### src/rtl/serial_add_pkg.sv
// Shared types and defaults for the bit-serial add/subtract sequencer.
package serial_add_pkg;

    typedef enum logic [1:0] {IDLE, RUN, DONE} sa_state_t;

    localparam int SA_WIDTH_DEF = 8;

endpackage

### src/rtl/serial_add_ctrl_if.sv
// Request/result bundle for serial_add_ctrl; master issues operands, slave returns results.
interface serial_add_ctrl_if
    import serial_add_pkg::*;
#(
    parameter int WIDTH = SA_WIDTH_DEF
) ();

    logic             start;
    logic             sub;
    logic [WIDTH-1:0] a;
    logic [WIDTH-1:0] b;
    logic             busy;
    logic             done;
    logic [WIDTH-1:0] sum;
    logic             cout;
    logic             overflow;

    modport master (
        output start, sub, a, b,
        input  busy, done, sum, cout, overflow
    );

    modport slave (
        input  start, sub, a, b,
        output busy, done, sum, cout, overflow
    );

endinterface

### src/rtl/serial_add_ctrl_fulladder.sv
// Single-bit full adder cell, reused every cycle by the serial sequencer.
module fulladder (
    input  logic ain,
    input  logic bin,
    input  logic cin,
    output logic cout,
    output logic sout
);

    assign sout = ain ^ bin ^ cin;
    assign cout = (ain & bin) | (cin & (ain ^ bin));

endmodule

### src/rtl/serial_add_ctrl.sv
// Bit-serial add/subtract: one fulladder, LSB first, WIDTH cycles per result.
module serial_add_ctrl
    import serial_add_pkg::*;
#(
    parameter int WIDTH = SA_WIDTH_DEF
) (
    input  logic                clk,
    input  logic                rst,
    serial_add_ctrl_if.slave    bus
);

    localparam int             CW   = (WIDTH > 1) ? $clog2(WIDTH) : 1;
    localparam logic [CW-1:0]  LAST = CW'(WIDTH - 1);

    sa_state_t        state, nstate;
    logic [WIDTH-1:0] sa, sb;
    logic [WIDTH-2:0] res;
    logic [WIDTH-1:0] res_cat;
    logic [WIDTH-1:0] sum_q;
    logic [CW-1:0]    cnt;
    logic             carry;
    logic             cout_q;
    logic             ovf_q;
    logic             fa_cout;
    logic             fa_sout;
    logic             last;
    logic             accept;

    fulladder u_fa (
        .ain  (sa[0]),
        .bin  (sb[0]),
        .cin  (carry),
        .cout (fa_cout),
        .sout (fa_sout)
    );

    assign last    = (cnt == LAST);
    assign accept  = bus.start && (state == IDLE || state == DONE);
    // Incoming sum bit lands on top; on the final cycle this is the whole result.
    assign res_cat = {fa_sout, res};

    always_ff @(posedge clk) begin
        if (rst) state <= IDLE;
        else     state <= nstate;
    end

    always_comb begin
        nstate = state;
        case (state)
            IDLE:    if (bus.start) nstate = RUN;
            RUN:     if (last)      nstate = DONE;
            DONE:    nstate = bus.start ? RUN : IDLE;
            default: nstate = IDLE;
        endcase
    end

    always_ff @(posedge clk) begin
        if (rst) begin
            sa     <= '0;
            sb     <= '0;
            res    <= '0;
            sum_q  <= '0;
            cnt    <= '0;
            carry  <= 1'b0;
            cout_q <= 1'b0;
            ovf_q  <= 1'b0;
        end else if (accept) begin
            // Subtract as a + ~b + 1: invert B here, seed the carry with sub.
            sa    <= bus.a;
            sb    <= bus.b ^ {WIDTH{bus.sub}};
            carry <= bus.sub;
            cnt   <= '0;
            res   <= '0;
            sum_q <= '0;
        end else if (state == RUN) begin
            sa    <= sa >> 1;
            sb    <= sb >> 1;
            carry <= fa_cout;
            res   <= res_cat[WIDTH-1:1];
            if (!last) cnt <= cnt + 1'b1;
            if (last) begin
                sum_q  <= res_cat;
                cout_q <= fa_cout;
                ovf_q  <= carry ^ fa_cout;
            end
        end
    end

    assign bus.busy     = (state == RUN);
    assign bus.done     = (state == DONE);
    assign bus.sum      = sum_q;
    assign bus.cout     = cout_q;
    assign bus.overflow = ovf_q;

endmodule

### src/flat_wrapper.sv
// flat-port wrapper written by rule: the top's interface ports become plain ports
module serial_add_ctrl_flat import serial_add_pkg::*;
#(
    parameter int WIDTH = SA_WIDTH_DEF
)
  (clk, rst, bus_start, bus_sub, bus_a, bus_b, bus_busy, bus_done, bus_sum, bus_cout, bus_overflow);
  serial_add_ctrl_if #(.WIDTH(WIDTH)) bus_i ();
  input  logic clk;
  input  logic rst;
  input wire logic [$bits(bus_i.start)-1:0] bus_start;
  input wire logic [$bits(bus_i.sub)-1:0] bus_sub;
  input wire logic [$bits(bus_i.a)-1:0] bus_a;
  input wire logic [$bits(bus_i.b)-1:0] bus_b;
  output wire logic [$bits(bus_i.busy)-1:0] bus_busy;
  output wire logic [$bits(bus_i.done)-1:0] bus_done;
  output wire logic [$bits(bus_i.sum)-1:0] bus_sum;
  output wire logic [$bits(bus_i.cout)-1:0] bus_cout;
  output wire logic [$bits(bus_i.overflow)-1:0] bus_overflow;
  assign bus_i.start = bus_start;
  assign bus_i.sub = bus_sub;
  assign bus_i.a = bus_a;
  assign bus_i.b = bus_b;
  assign bus_busy = bus_i.busy;
  assign bus_done = bus_i.done;
  assign bus_sum = bus_i.sum;
  assign bus_cout = bus_i.cout;
  assign bus_overflow = bus_i.overflow;
  serial_add_ctrl #(.WIDTH(WIDTH)) u_core (.clk(clk), .rst(rst), .bus(bus_i));
endmodule
### config.mk
export PLATFORM = sky130hd
export DESIGN_NAME = serial_add_ctrl_flat
export DESIGN_NICKNAME = d
export VERILOG_FILES = /design/src/rtl/serial_add_pkg.sv /design/src/rtl/serial_add_ctrl_if.sv /design/src/rtl/serial_add_ctrl_fulladder.sv /design/src/rtl/serial_add_ctrl.sv /design/src/flat_wrapper.sv
export SDC_FILE = /design/constraint.sdc
export NUM_CORES = 1
export LEC_CHECK = 0
export CAP_MARGIN = 30
export CORE_AREA = 4 4 70 72
export CTS_CLUSTER_DIAMETER = 200
export DETAILED_ROUTE_END_ITERATION = 8
export DIE_AREA = 0 0 74 76
export DONT_BUFFER_PORTS = 1
export SLEW_MARGIN = 20
export SYNTH_ARGS = -nofsm -noshare
export SYNTH_HDL_FRONTEND = slang
export SYNTH_HIERARCHICAL = 1
export SYNTH_SLANG_ARGS = --single-unit
### constraint.sdc
create_clock -name clk -period 1.3 [get_ports clk]
set_clock_uncertainty 0.1 [all_clocks]
set_input_delay 0.26 -clock clk [delete_from_list [all_inputs] [get_ports clk]]
set_output_delay 0.26 -clock clk [all_outputs]
set_load 0.05 [all_outputs]
==> flow_summary.yaml <==
run_status:
  status: "finished with violations"
  violations: "hold timing, setup timing"
global_routing:
  grt_overflow: 0
  grt_max_degree: 23
  grt_pass1_vias: 1290
  grt_antenna_before_repair: 0
  grt_first_pass_wirelength_mm: 5.947
  grt.total_usage_pct: 13.30
die:
  io-pin-count: 32
  rows: 24
  die_w_um: 74
  core_um2: 4294
  fp.dieArea_um2: 5624
  dieHeight_um: 76
  initial_core_util_pct: 38.58
pwr:
  peakVddDrop_mv: 0.7610
  power.density_nw_per_um2: 1141
  power.leakage_nw: 0.7856
  p_total_w: 0.002457
synth:
  synth_adder_area_share_pct: 2.719
  synth_area_leaders: "dfxtp_1, nand2_1, a21oi_1, a21oi_2, nor3_1"
  synth_top_area_cell: "dfxtp_1"
  yosys-mux-area-fraction_pct: 0.6042
  ys.flop_type: "dfxtp_1"
  synth_warnings: 6
  ys_seq_area_share_pct: 47.13
  syn_nets: 209
  synth_edf_count: 0
  synth.distinct_cells: 28
  synth_area_um2: 1657
  synth_compound_area_share_pct: 17.52
  synth_top_cell_area_share_pct: 47.13
  yosys.area_share.simple_pct: 20.09
  postSynthAreaPerCell_um2: 8.906
  ys_ff_latch: 39
  synth_top_family_by_area: "simple AND/OR/NAND/NOR gates"
  synth-async-reset-ratio_pct: 0
  syn_inst: 186
  synth-xor-area-share_pct: 5.287
route:
  met1Wirelength_mm: 1.584
  wl_met3_um: 223
  met2_length_mm: 1.803
  drc_errors: 0
  vias: 1363
  drtIter0Drc: 68
  drt-total-wl_mm: 3.611
  postRouteAntennaNets: 0
  via_per_inst: 5.222
  wl_per_cell_um: 13.84
  firstDrtPassIters: 4
  top_layer_used: "met3"
cts:
  cts_tree: "yes"
  clk_latency_ps: 280
  path_clk_slew_ps: 80
  cts_buffers: 5
  cts_buffer_depth: 2
  h-tree-depth: 2
  root_buffer: "clkbuf_8"
  cts.sinks: 39
timing:
  setup_viol: 15
  fin_ws_ps: -87.08
  whs_ps: -75.00
  hold_viol_final: 21
  slew_headroom_pct: 84.42
  worst_pin_slew_ps: 233.5
  fin_crit_ps: 1387
  rsz0062_at_grt: "true"
  drv_slew: 0
  post-route-period-util_pct: 106.7
  max_freq_mhz: 720.9
place:
  gp_congestion: 0.6734
  io_buffers: 0
  hpwl_mm: 2.291
finish:
  drive_gt1_share_pct: 38.28
  fin_nets: 232
  final_util_pct: 50.17
  layout_commonest_cell: "dfxtp_1"
  diodes: 0
  area_delta_synth_final_pct: 30.06
  final_cell_mix: "dfxtp_1, nand2_1, buf_4"
worst_setup_path:
  crit_type: "flip-flop to primary output"
  end_kind: "primary output"
  crit_required_ps: 940
  crit_arrival_ps: 1030
  start_kind: "flip-flop"
  crit_fanout: 5
hold_path:
  hp-class: "primary input to flip-flop"
flow_run:
  drv_cap: 0
[where the power goes]
group	switching, W	leakage [nW]	internal, W	total (W)
clock	0.000402	0.0470	0.000416	0.000818
sequential	0.0000363	0.320	0.00125	0.00129
combinational	0.000186	0.419	0.000167	0.000354
total	0.000624	0.786	0.00183	0.00246
[metal layers]
layer	track usage [%]	vias up
li1	-	682
met4	2.536	0
met5	0	-
met2	20.92	32
met3	6.069	0
met1	16.71	649
[synth_stat cells (all sizes together), types with 2 or more instances]
library cell  number
dfxtp             39
nand2             35
a21oi             27
nor3              15
buf               13
nand3              9
a22oi              8
xor2               8
o22ai              7
nor2               5
nand2b             3
clkbuf             2
ha                 2
nor2b              2
o21ai              2
xnor2              2
[final timing paths]
kind              cells after the start         startpoint  slack, ps                   to
setup reg to reg                      5      u_core/cnt[0]        -80  u_core/bus.overflow
hold reg to reg                       2  u_core/bus.sum[2]        370    u_core/bus.sum[2]
hold / removal                        1                rst        -70      u_core/bus.cout
setup / recovery                      3    u_core/state[0]        -90             bus_done
[sequential cells by signal (all words and copies together), names as in the netlist]
name and cells:
u_core/bus.cout 1, u_core/bus.overflow 1, u_core/state 2, u_core/carry 1
u_core/bus.sum 8, u_core/res 7, u_core/cnt 3, u_core/sb 8
u_core/sa 8
[critical path, cell delays in order, from the launching register on]
cell	delay [ps]
dfxtp_4	370
buf_6	120
nor2b_4	120
buf_12	140
[cell type report]
| type | instances | area (µm²) |
|---|---|---|
| clock buffer | 6 | 82.58 |
| multi-input combinational | 131 | 893.4 |
| timing repair inverter | 1 | 6.256 |
| sequential | 39 | 788.3 |
| fill | 418 | 2140 |
| tap | 52 | 65.06 |
| inverter | 1 | 11.26 |
| clock inverter | 1 | 5.005 |
| timing repair buffer | 30 | 302.8 |
[cell families (layout without fill, tap and decap cells)]
kind of cell / Yosys count / in the layout
simple gates: 72 / 72
compound gates: 45 / 45
flops: 39 / 39
buf+inv: 16 / 39
xor+xnor: 10 / 10
fa+ha+maj: 3 / 3
mux: 1 / 1
[metrics by stage]
stage | area, µm² | TNS [ps] | setup WS, ps | std cells
after floorplan | 1685 | -0.8913 | -0.8913 | 186
after global placement | 1906 | -486.4 | -52.03 | 250
after detailed placement | 1906 | -873.2 | -87.60 | 250
after CTS | 2091 | -503.3 | -104.9 | 260
after global routing | 2155 | -1509 | -139.1 | 261
final | 2155 | -721.9 | -87.08 | 261
[timing repair]
item | in CTS | in global routing
gates cloned | 1 | 0
gates resized for setup | 27 | 13
setup endpoints to repair | 16 | 19
hold endpoints to repair | 21 | 21
setup buffers | 2 | 1
pin swaps | 11 | 2
Power figures use the tool's default switching activity.
